===== src/rtl/seq_det_ctrl_if.sv =====
// Configuration channel of the programmable pattern detector.
// The master offers a pattern set; the slave accepts it with cfg_ready.
interface seq_det_ctrl_if #(
  parameter int MAX_LEN = 8,
  parameter int CNT_W   = 8
);
  logic               cfg_valid;
  logic               cfg_ready;
  logic [MAX_LEN-1:0] cfg_pat;
  logic [3:0]         cfg_len;
  logic               cfg_overlap;
  logic [CNT_W-1:0]   cfg_thresh;

  modport master (
    output cfg_valid, cfg_pat, cfg_len, cfg_overlap, cfg_thresh,
    input  cfg_ready
  );

  modport slave (
    input  cfg_valid, cfg_pat, cfg_len, cfg_overlap, cfg_thresh,
    output cfg_ready
  );
endinterface


===== src/rtl/seq_det_ctrl.sv =====
// Run-time programmable serial Mealy pattern detector with match counting,
// threshold termination and start/stop sequencing.
module seq_det_ctrl #(
  parameter int MAX_LEN = 8,
  parameter int CNT_W   = 8
) (
  input  logic             clk,
  input  logic             rst,
  seq_det_ctrl_if.slave    cfg,
  input  logic             start,
  input  logic             stop,
  input  logic             d,
  output logic             z,
  output logic             busy,
  output logic             done,
  output logic [CNT_W-1:0] match_cnt
);

  localparam int LEN_W = $clog2(MAX_LEN + 1);

  typedef enum logic [1:0] {S_IDLE, S_RUN, S_DONE} state_t;

  state_t             r_state,   w_state_next;
  logic [MAX_LEN-1:0] r_pat,     w_pat_next;
  logic [LEN_W-1:0]   r_len,     w_len_next;
  logic               r_overlap, w_overlap_next;
  logic [CNT_W-1:0]   r_thresh,  w_thresh_next;
  logic [MAX_LEN-2:0] r_hist,    w_hist_next;
  logic [LEN_W-1:0]   r_fill,    w_fill_next;
  logic [CNT_W-1:0]   r_cnt,     w_cnt_next;

  logic [MAX_LEN-1:0] w_window;
  logic [MAX_LEN-1:0] w_mask;
  logic               w_hit;
  logic [LEN_W-1:0]   w_fill_inc;
  logic [CNT_W-1:0]   w_cnt_inc;
  logic [LEN_W-1:0]   w_len_clamp;
  logic               w_cfg_ready;

  // Only the low r_len bits of the window take part in the comparison.
  genvar gi;
  generate
    for (gi = 0; gi < MAX_LEN; gi++) begin : g_mask
      assign w_mask[gi] = (LEN_W'(gi) < r_len);
    end
  endgenerate

  assign w_window   = {r_hist, d};
  assign w_hit      = (((w_window ^ r_pat) & w_mask) == '0) &&
                      (r_fill >= (r_len - LEN_W'(1)));
  assign w_fill_inc = (r_fill == LEN_W'(MAX_LEN)) ? r_fill : r_fill + LEN_W'(1);
  assign w_cnt_inc  = (&r_cnt) ? r_cnt : r_cnt + CNT_W'(1);
  assign match_cnt  = r_cnt;
  assign cfg.cfg_ready = w_cfg_ready;

  always_comb begin
    w_len_clamp = LEN_W'(cfg.cfg_len);
    if (int'(cfg.cfg_len) > MAX_LEN) begin
      w_len_clamp = LEN_W'(MAX_LEN);
    end else if (int'(cfg.cfg_len) < 2) begin
      w_len_clamp = LEN_W'(2);
    end
  end

  always_comb begin
    w_state_next   = r_state;
    w_pat_next     = r_pat;
    w_len_next     = r_len;
    w_overlap_next = r_overlap;
    w_thresh_next  = r_thresh;
    w_hist_next    = r_hist;
    w_fill_next    = r_fill;
    w_cnt_next     = r_cnt;
    z              = 1'b0;
    busy           = 1'b0;
    done           = 1'b0;
    w_cfg_ready    = 1'b0;

    case (r_state)
      S_IDLE: begin
        w_cfg_ready = 1'b1;
        // A configuration beat takes precedence; start must come later.
        if (cfg.cfg_valid) begin
          w_pat_next     = cfg.cfg_pat;
          w_len_next     = w_len_clamp;
          w_overlap_next = cfg.cfg_overlap;
          w_thresh_next  = cfg.cfg_thresh;
        end else if (start) begin
          w_state_next = S_RUN;
          w_hist_next  = '0;
          w_fill_next  = '0;
          w_cnt_next   = '0;
        end
      end

      S_RUN: begin
        busy = 1'b1;
        if (stop) begin
          w_state_next = S_IDLE;
        end else begin
          w_hist_next = w_window[MAX_LEN-2:0];
          w_fill_next = w_fill_inc;
          if (w_hit) begin
            z          = 1'b1;
            w_cnt_next = w_cnt_inc;
            if (!r_overlap) begin
              w_fill_next = '0;
            end
            if ((r_thresh != '0) && (w_cnt_inc == r_thresh)) begin
              w_state_next = S_DONE;
            end
          end
        end
      end

      S_DONE: begin
        done = 1'b1;
        if (start) begin
          w_state_next = S_RUN;
          w_hist_next  = '0;
          w_fill_next  = '0;
          w_cnt_next   = '0;
        end else if (stop) begin
          w_state_next = S_IDLE;
        end
      end

      default: begin
        w_state_next = S_IDLE;
      end
    endcase
  end

  always_ff @(posedge clk or posedge rst) begin
    if (rst) begin
      r_state   <= S_IDLE;
      r_pat     <= MAX_LEN'(3'b101);
      r_len     <= LEN_W'(3);
      r_overlap <= 1'b1;
      r_thresh  <= '0;
      r_hist    <= '0;
      r_fill    <= '0;
      r_cnt     <= '0;
    end else begin
      r_state   <= w_state_next;
      r_pat     <= w_pat_next;
      r_len     <= w_len_next;
      r_overlap <= w_overlap_next;
      r_thresh  <= w_thresh_next;
      r_hist    <= w_hist_next;
      r_fill    <= w_fill_next;
      r_cnt     <= w_cnt_next;
    end
  end

endmodule


===== src/flat_wrapper.sv =====
// flat-port wrapper written by rule: the top's interface ports become plain ports
module seq_det_ctrl_flat 
#(
  parameter int MAX_LEN = 8,
  parameter int CNT_W   = 8
)
  (clk, rst, start, stop, d, z, busy, done, match_cnt, cfg_cfg_valid, cfg_cfg_pat, cfg_cfg_len, cfg_cfg_overlap, cfg_cfg_thresh, cfg_cfg_ready);
  seq_det_ctrl_if #(.MAX_LEN(MAX_LEN), .CNT_W(CNT_W)) cfg_i ();
  input  logic clk;
  input  logic rst;
  input  logic start;
  input  logic stop;
  input  logic d;
  output logic z;
  output logic busy;
  output logic done;
  output logic [CNT_W-1:0] match_cnt;
  input wire logic [$bits(cfg_i.cfg_valid)-1:0] cfg_cfg_valid;
  input wire logic [$bits(cfg_i.cfg_pat)-1:0] cfg_cfg_pat;
  input wire logic [$bits(cfg_i.cfg_len)-1:0] cfg_cfg_len;
  input wire logic [$bits(cfg_i.cfg_overlap)-1:0] cfg_cfg_overlap;
  input wire logic [$bits(cfg_i.cfg_thresh)-1:0] cfg_cfg_thresh;
  output wire logic [$bits(cfg_i.cfg_ready)-1:0] cfg_cfg_ready;
  assign cfg_i.cfg_valid = cfg_cfg_valid;
  assign cfg_i.cfg_pat = cfg_cfg_pat;
  assign cfg_i.cfg_len = cfg_cfg_len;
  assign cfg_i.cfg_overlap = cfg_cfg_overlap;
  assign cfg_i.cfg_thresh = cfg_cfg_thresh;
  assign cfg_cfg_ready = cfg_i.cfg_ready;
  seq_det_ctrl #(.MAX_LEN(MAX_LEN), .CNT_W(CNT_W)) u_core (.clk(clk), .rst(rst), .cfg(cfg_i), .start(start), .stop(stop), .d(d), .z(z), .busy(busy), .done(done), .match_cnt(match_cnt));
endmodule

===== config.mk =====
export PLATFORM = sky130hd
export DESIGN_NAME = seq_det_ctrl_flat
export DESIGN_NICKNAME = d
export VERILOG_FILES = /design/src/rtl/seq_det_ctrl_if.sv /design/src/rtl/seq_det_ctrl.sv /design/src/flat_wrapper.sv
export SDC_FILE = /design/constraint.sdc
export NUM_CORES = 1
export LEC_CHECK = 0
export ABC_CLOCK_PERIOD_IN_PS = 5200
export BUFFER_PORTS_ARGS = -buffer_cell sky130_fd_sc_hd__buf_2
export CAP_MARGIN = 20
export CORE_MARGIN = 5
export CORE_UTILIZATION = 35
export DETAILED_ROUTE_END_ITERATION = 12
export PLACE_DENSITY = 0.56
export SYNTH_ARGS = -nofsm -noshare
export SYNTH_HDL_FRONTEND = slang
export SYNTH_SLANG_ARGS = --single-unit
export TNS_END_PERCENT = 20

===== constraint.sdc =====
create_clock -name clk -period 5.2 [get_ports clk]
set_input_delay 0.26 -clock clk [delete_from_list [all_inputs] [get_ports clk]]
set_output_delay 0.26 -clock clk [all_outputs]
set_load 0.05 [all_outputs]

After elaboration in Yosys (flattened, before gate mapping)
Cells that the tools add are included.

Register bits after elaboration: 42. Input bits: 27. Output and inout bits: 12. Word-level logic and storage cells: 79.

Add/subtract/negate cells: 3. Order comparisons: 11. Equal/unequal tests: 11. Muxes and demuxes: 33. Bitwise logic cells: 2. Reduce and logical (&&, ||, !) cells: 11.

Operator list (number): two-way mux 8 bit (5); two-way mux 4 bit (8); one-hot mux 8 bit (3 select lines) (1); two-way mux 7 bit (3); one-hot mux 7 bit (3 select lines) (1); less-than comparator 3 x 4 -> 1 bit (first input constant) (4); two-way mux 2 bit (7); one-hot mux 4 bit (3 select lines) (1); adder 8 x 1 -> 8 bit (second input constant) (1); AND 8 bit (1); == test 8 bit (1); logical NOT 8 bit (1); less-than comparator 1 x 4 -> 1 bit (first input constant) (2); less-than comparator 2 x 4 -> 1 bit (first input constant) (2); AND reduction 8 bit (1); nonzero test 8 bit (1); bitwise XOR 8 bit (1); two-way mux 1 bit (6); inequality test 2 bit (second input constant) (3); inequality test 3 x 2 -> 1 bit (second input constant) (2); one-hot mux 2 bit (3 select lines) (1); AND reduction 5 bit (1); adder 4 x 1 -> 4 bit (second input constant) (1); == test 4 bit (second input constant) (1); other kinds (14) (15).

Longest topological paths before layout
Depth in word-level cells: 8. Mapped depth: 10. Mapped depth without buffers: 9.

Worst setup path before layout
No wires, ideal clock.

Path type: reg2reg. From: reg u_core.r_cnt[0], in the netlist u_core.match_cnt[0]. To: reg u_core.r_state[0]. Library setup time: 129 ps. Data arrival time: 2402 ps. Required time: 5071 ps. Slack: 2669 ps. Stages on the path, launching flop included: 8. Buffers on the path: 0. Period minus slack after synthesis: 2531 ps. Cells stage by stage: dfrtp_1 -> ha_1 -> nand3_2 -> nor4_2 -> a41oi_1 -> a2111oi_2 -> nand4_1 -> o41a_1.

Cells in the longest elaborated chain, start to end: 6. Elaborated cells on any way between the ends: 7. Those cells by class: add/sub: 1; eq/ne: 2; mux: 1; reduce/logical: 3.

RTL lines: start: declaration (RTL line seq_det_ctrl.sv:30) `logic [CNT_W-1:0] r_cnt, w_cnt_next;`; start signal: assignment (RTL line seq_det_ctrl.sv:152) `r_cnt <= w_cnt_next;`; adder 8 x 1 -> 8 bit / AND reduction 8 bit (equally long branches) (RTL line seq_det_ctrl.sv:52) `assign w_cnt_inc = (&r_cnt) ? r_cnt : r_cnt + CNT_W'(1);`; two-way mux 8 bit (*) (RTL line seq_det_ctrl.sv:52); == test 8 bit (*) (RTL line seq_det_ctrl.sv:109) `if ((r_thresh != '0) && (w_cnt_inc == r_thresh)) begin`; logical AND 1 bit (*) (RTL line seq_det_ctrl.sv:109); inequality test 3 x 2 -> 1 bit (no line) (*); AND reduction 5 bit (no line) (*); end signal: assignment (RTL line seq_det_ctrl.sv:145) `r_state <= w_state_next;`; end: declaration (RTL line seq_det_ctrl.sv:23) `state_t r_state, w_state_next;`.

Mark *: on every way between the ends. The rest lies on a longest branch, timed or not. A chain may end at the register's enable or synchronous reset.

Worst setup path after layout
From: reg u_core.r_len[0]. To: out z.

Cells in the longest elaborated chain, start to end: 7. Elaborated cells on any way between the ends: 16. Those cells by class: add/sub: 1; order compare: 9; mux: 3; bitwise: 1; reduce/logical: 2.

RTL lines: start: declaration (RTL line seq_det_ctrl.sv:25) `logic [LEN_W-1:0] r_len, w_len_next;`; start signal: assignment (RTL line seq_det_ctrl.sv:147) `r_len <= w_len_next;`; branches (longest 3 deep; another with subtractor 4 x 1 -> 4 bit); logical AND 1 bit (*) (RTL line seq_det_ctrl.sv:49) `assign w_hit = (((w_window ^ r_pat) & w_mask) == '0) &&`; two-way mux 1 bit (*) (RTL line seq_det_ctrl.sv:103) `if (w_hit) begin`; two-way mux 1 bit (*) (RTL line seq_det_ctrl.sv:98) `if (stop) begin`; two-way mux 1 bit (*) (RTL line seq_det_ctrl.sv:79) `case (r_state)`; end: declaration (RTL line flat_wrapper.sv:14) `output logic z;`.

Every way passes the cells marked *.

==> results.sh <==
export IMPL_outcome="finished, final reports clean"
export IMPL_synthArstFlopShare=1.00
export IMPL_max_cap_violations=0
export IMPL_p_per_area_nw_per_um2=308
export IMPL_cts_tree="yes"
export IMPL_dp_cells=410
export IMPL_finalPower_w=0.000878
export IMPL_yosys_cell_types_count=43
export IMPL_synthFlopType="dfrtp_1"
export IMPL_overflow=0
export IMPL_ir_drop_uv=157
export IMPL_critical_path_arrival_ns=2.68
export IMPL_grt_pass1_vias=1908
export IMPL_clk_pin_slew_worst_paths_ns=0.08
export IMPL_finalHoldViolCount=0
export IMPL_fp_row_count=30
export IMPL_dieWidth_um=93.7
export IMPL_area_growth_pct=16.3
export IMPL_p_int_w=0.000599
export IMPL_fmax_ghz=0.340
export IMPL_synth_edf_count=0
export IMPL_crit_top_cell="ha_1"
export IMPL_worstPathMaxFanout=14
export IMPL_setup_viol_count_final=0
export IMPL_gp_congestion=0.855
export IMPL_crit_required_ns=4.94
export IMPL_period_needed_ns=2.94
export IMPL_slew_headroom=0.562
export IMPL_cts_hold_buf=0
export IMPL_instances_no_fill=418
export IMPL_postLayoutCoreUtil=0.420
export IMPL_vias=2091
export IMPL_antenna_found_initial=0
export IMPL_via_per_inst=5.00
export IMPL_drt_iter0_drc=104
export IMPL_initial_core_util=0.361
export IMPL_final_cell_mix="65 x nand2_1, 38 x buf_2, 37 x dfrtp_1"
export IMPL_netlist_area_um2=2450
export IMPL_critPathKind="flip-flop to output port"
export IMPL_cp_cell_sequence="inv_1, ha_1, xnor2_1, ha_1, o21ai_0, o21bai_1, and4_1, buf_2"
export IMPL_wl_per_cell_um=13.6
export IMPL_coreArea_um2=6790
export IMPL_grt_pass1_wl_um=9320
export IMPL_end_kind="output port"
export IMPL_dieArea_um2=8770
export IMPL_io_buffers=38
export IMPL_tightest_slew_ns=0.655
export IMPL_period_share=0.566
export IMPL_clock_skew_ns=0.00393
export IMPL_combPwrFrac=0.225
export IMPL_final_layout_size_suffix_gt1_frac=0.186
export IMPL_htreeDepth=2
export IMPL_leakage_nw=1.34
export IMPL_synthCells=283
export IMPL_syn_nets=320
export IMPL_ys_ff_latch=42
export IMPL_cp_start_kind="flip-flop"
export IMPL_hold_ws_ns=0.0878
export IMPL_final_nets=358
export IMPL_cts_num_sinks=42
export IMPL_die_h_um=93.7
export IMPL_gr_usage_all_layers=0.134
export IMPL_clockBufferDepth=2
export IMPL_rsz0062_at_grt="no"
export IMPL_ios=39
export IMPL_clk_latency_ns=0.30
export IMPL_switching_share=0.318
export IMPL_seqPwrFrac=0.474
export IMPL_drt_total_wl_um=5690
export IMPL_p_sw_w=0.000279
export IMPL_drc=0
export IMPL_antenna_left=0
export IMPL_cp_slowest_stage_delay_ns=0.56
export IMPL_yosysWarnings=0
export IMPL_finalMaxSlewViolations=0
export IMPL_hold_class="primary input to async pin"
export IMPL_cpMaxStageDelayCell="dfstp_2"
export IMPL_antennaDiodeCount=0
export IMPL_grt_max_degree=43
export IMPL_dr_pass1_iters=4
export IMPL_seq_area_frac_synth=0.432
export IMPL_clock_power_share=0.301
export IMPL_tns_ns=0
export IMPL_final_common_cell="nand2_1"
export IMPL_clockRootBuffer="clkbuf_8"
export IMPL_cts_buffers=5
export IMPL_cts_resized=0
export IMPL_place_hpwl_um=4180
export IMPL_avgSynthCellArea_um2=8.66
export IMPL_post_cts_setup_buffers=0
==> stage by stage <==
| stage | setup WS [ns] | instance area (um2) |
|---|---|---|
| floorplan | 2.67 | 2450 |
| global placement | 2.65 | 2740 |
| detailed placement | 2.58 | 2740 |
| CTS | 2.25 | 2850 |
| global route | 2.08 | 2850 |
| finish | 2.26 | 2850 |
==> state kept, by name (all words and copies together) (netlist names) <==
name,cells
u_core.r_pat,8
u_core.r_thresh,8
u_core.r_state,2
u_core.match_cnt,8
u_core.r_hist,7
u_core.r_len,4
u_core.r_fill,4
u_core.r_overlap,1
==> cells by family after synthesis <==
group,count (synthesis),share of synthesized area
AOI/OAI and AO/OA,65,0.170
xor gates and xnor gates,18,0.0644
adders and majority gates,10,0.0511
buffers and inverters,24,0.0393
DFF,42,0.432
and+or+nand+nor,124,0.244
==> cell type report <==
class                   count  area (um2)
clock inverters             2        37.5
well taps                  96         120
multi-input cells         217        1300
repair buffers             40         205
fillers                   696        3940
inverters                  15        56.3
flip-flops and latches     42        1060
clock buffers               6        72.6
==> final timing paths <==
path,start,slack [ns],end,cells past startpoint
worst max-delay path,u_core.r_len[0],2.26,z,8
worst min-delay path,rst,0.09,u_core.r_thresh[5],3
worst max register to register,u_core.r_len[0],2.69,u_core.r_fill[3],9
worst min register to register,u_core.r_pat[2],0.47,u_core.r_pat[2],2
max in group asynchronous,rst,4.73,u_core.r_overlap,3
min in group clk,cfg_cfg_pat[2],0.14,u_core.r_pat[2],3
==> worst max-delay path: cells and delay by family (launching register included) <==
kind	cells	cell delay (ns)
simple gates	1	0.50
buf+inv	2	0.42
compound gates	2	0.26
flops	1	0.56
fa+ha+maj	2	0.50
xor+xnor	1	0.13
==> cells in the mapped netlist, types with 2 or more instances <==
| cell | n | area (um2) |
|---|---|---|
| and3_2 | 2 | 15.0 |
| and2_1 | 2 | 12.5 |
| xor2_1 | 5 | 43.8 |
| buf_2 | 5 | 25.0 |
| clkbuf_1 | 4 | 15.0 |
| and3_1 | 3 | 18.8 |
| nand2b_1 | 6 | 37.5 |
| nor2_1 | 15 | 56.3 |
| a21oi_1 | 18 | 90.1 |
| dfstp_2 | 5 | 131 |
| o21bai_1 | 2 | 15.0 |
| nand3_1 | 9 | 45.0 |
| nand4_1 | 3 | 18.8 |
| dfrtp_1 | 37 | 926 |
| xnor2_1 | 13 | 114 |
| a22o_1 | 7 | 61.3 |
| nor4_1 | 3 | 18.8 |
| a41oi_1 | 3 | 26.3 |
| inv_1 | 15 | 56.3 |
| nor3_1 | 4 | 20.0 |
| o21ai_0 | 21 | 105 |
| o22ai_1 | 3 | 18.8 |
| nor2b_1 | 3 | 18.8 |
| ha_1 | 10 | 125 |
| nand4b_1 | 3 | 26.3 |
| nand2_1 | 65 | 244 |
==> power groups by stage <==
stage                     sequential, W  combinational, W  clock (W)
after floorplan                0.000409          0.000154          0
after global placement         0.000421          0.000197          0
final                          0.000416          0.000198   0.000264
after detailed placement       0.000423          0.000200          0
after global routing           0.000422          0.000229   0.000280
after CTS                      0.000416          0.000202   0.000269
==> per-layer routing <==
metal | global-route usage | wire length [um] | share of wire | up-vias
li1 | - | - | - | 1065
met1 | 0.204 | 3020 | 0.53 | 976
met2 | 0.192 | 2390 | 0.42 | 42
met3 | 0.0256 | 202 | 0.036 | 8
met4 | 0.0397 | 75 | 0.013 | 0
met5 | 0 | 0 | 0 | -
No activity file was read; power rests on OpenSTA's default activity.
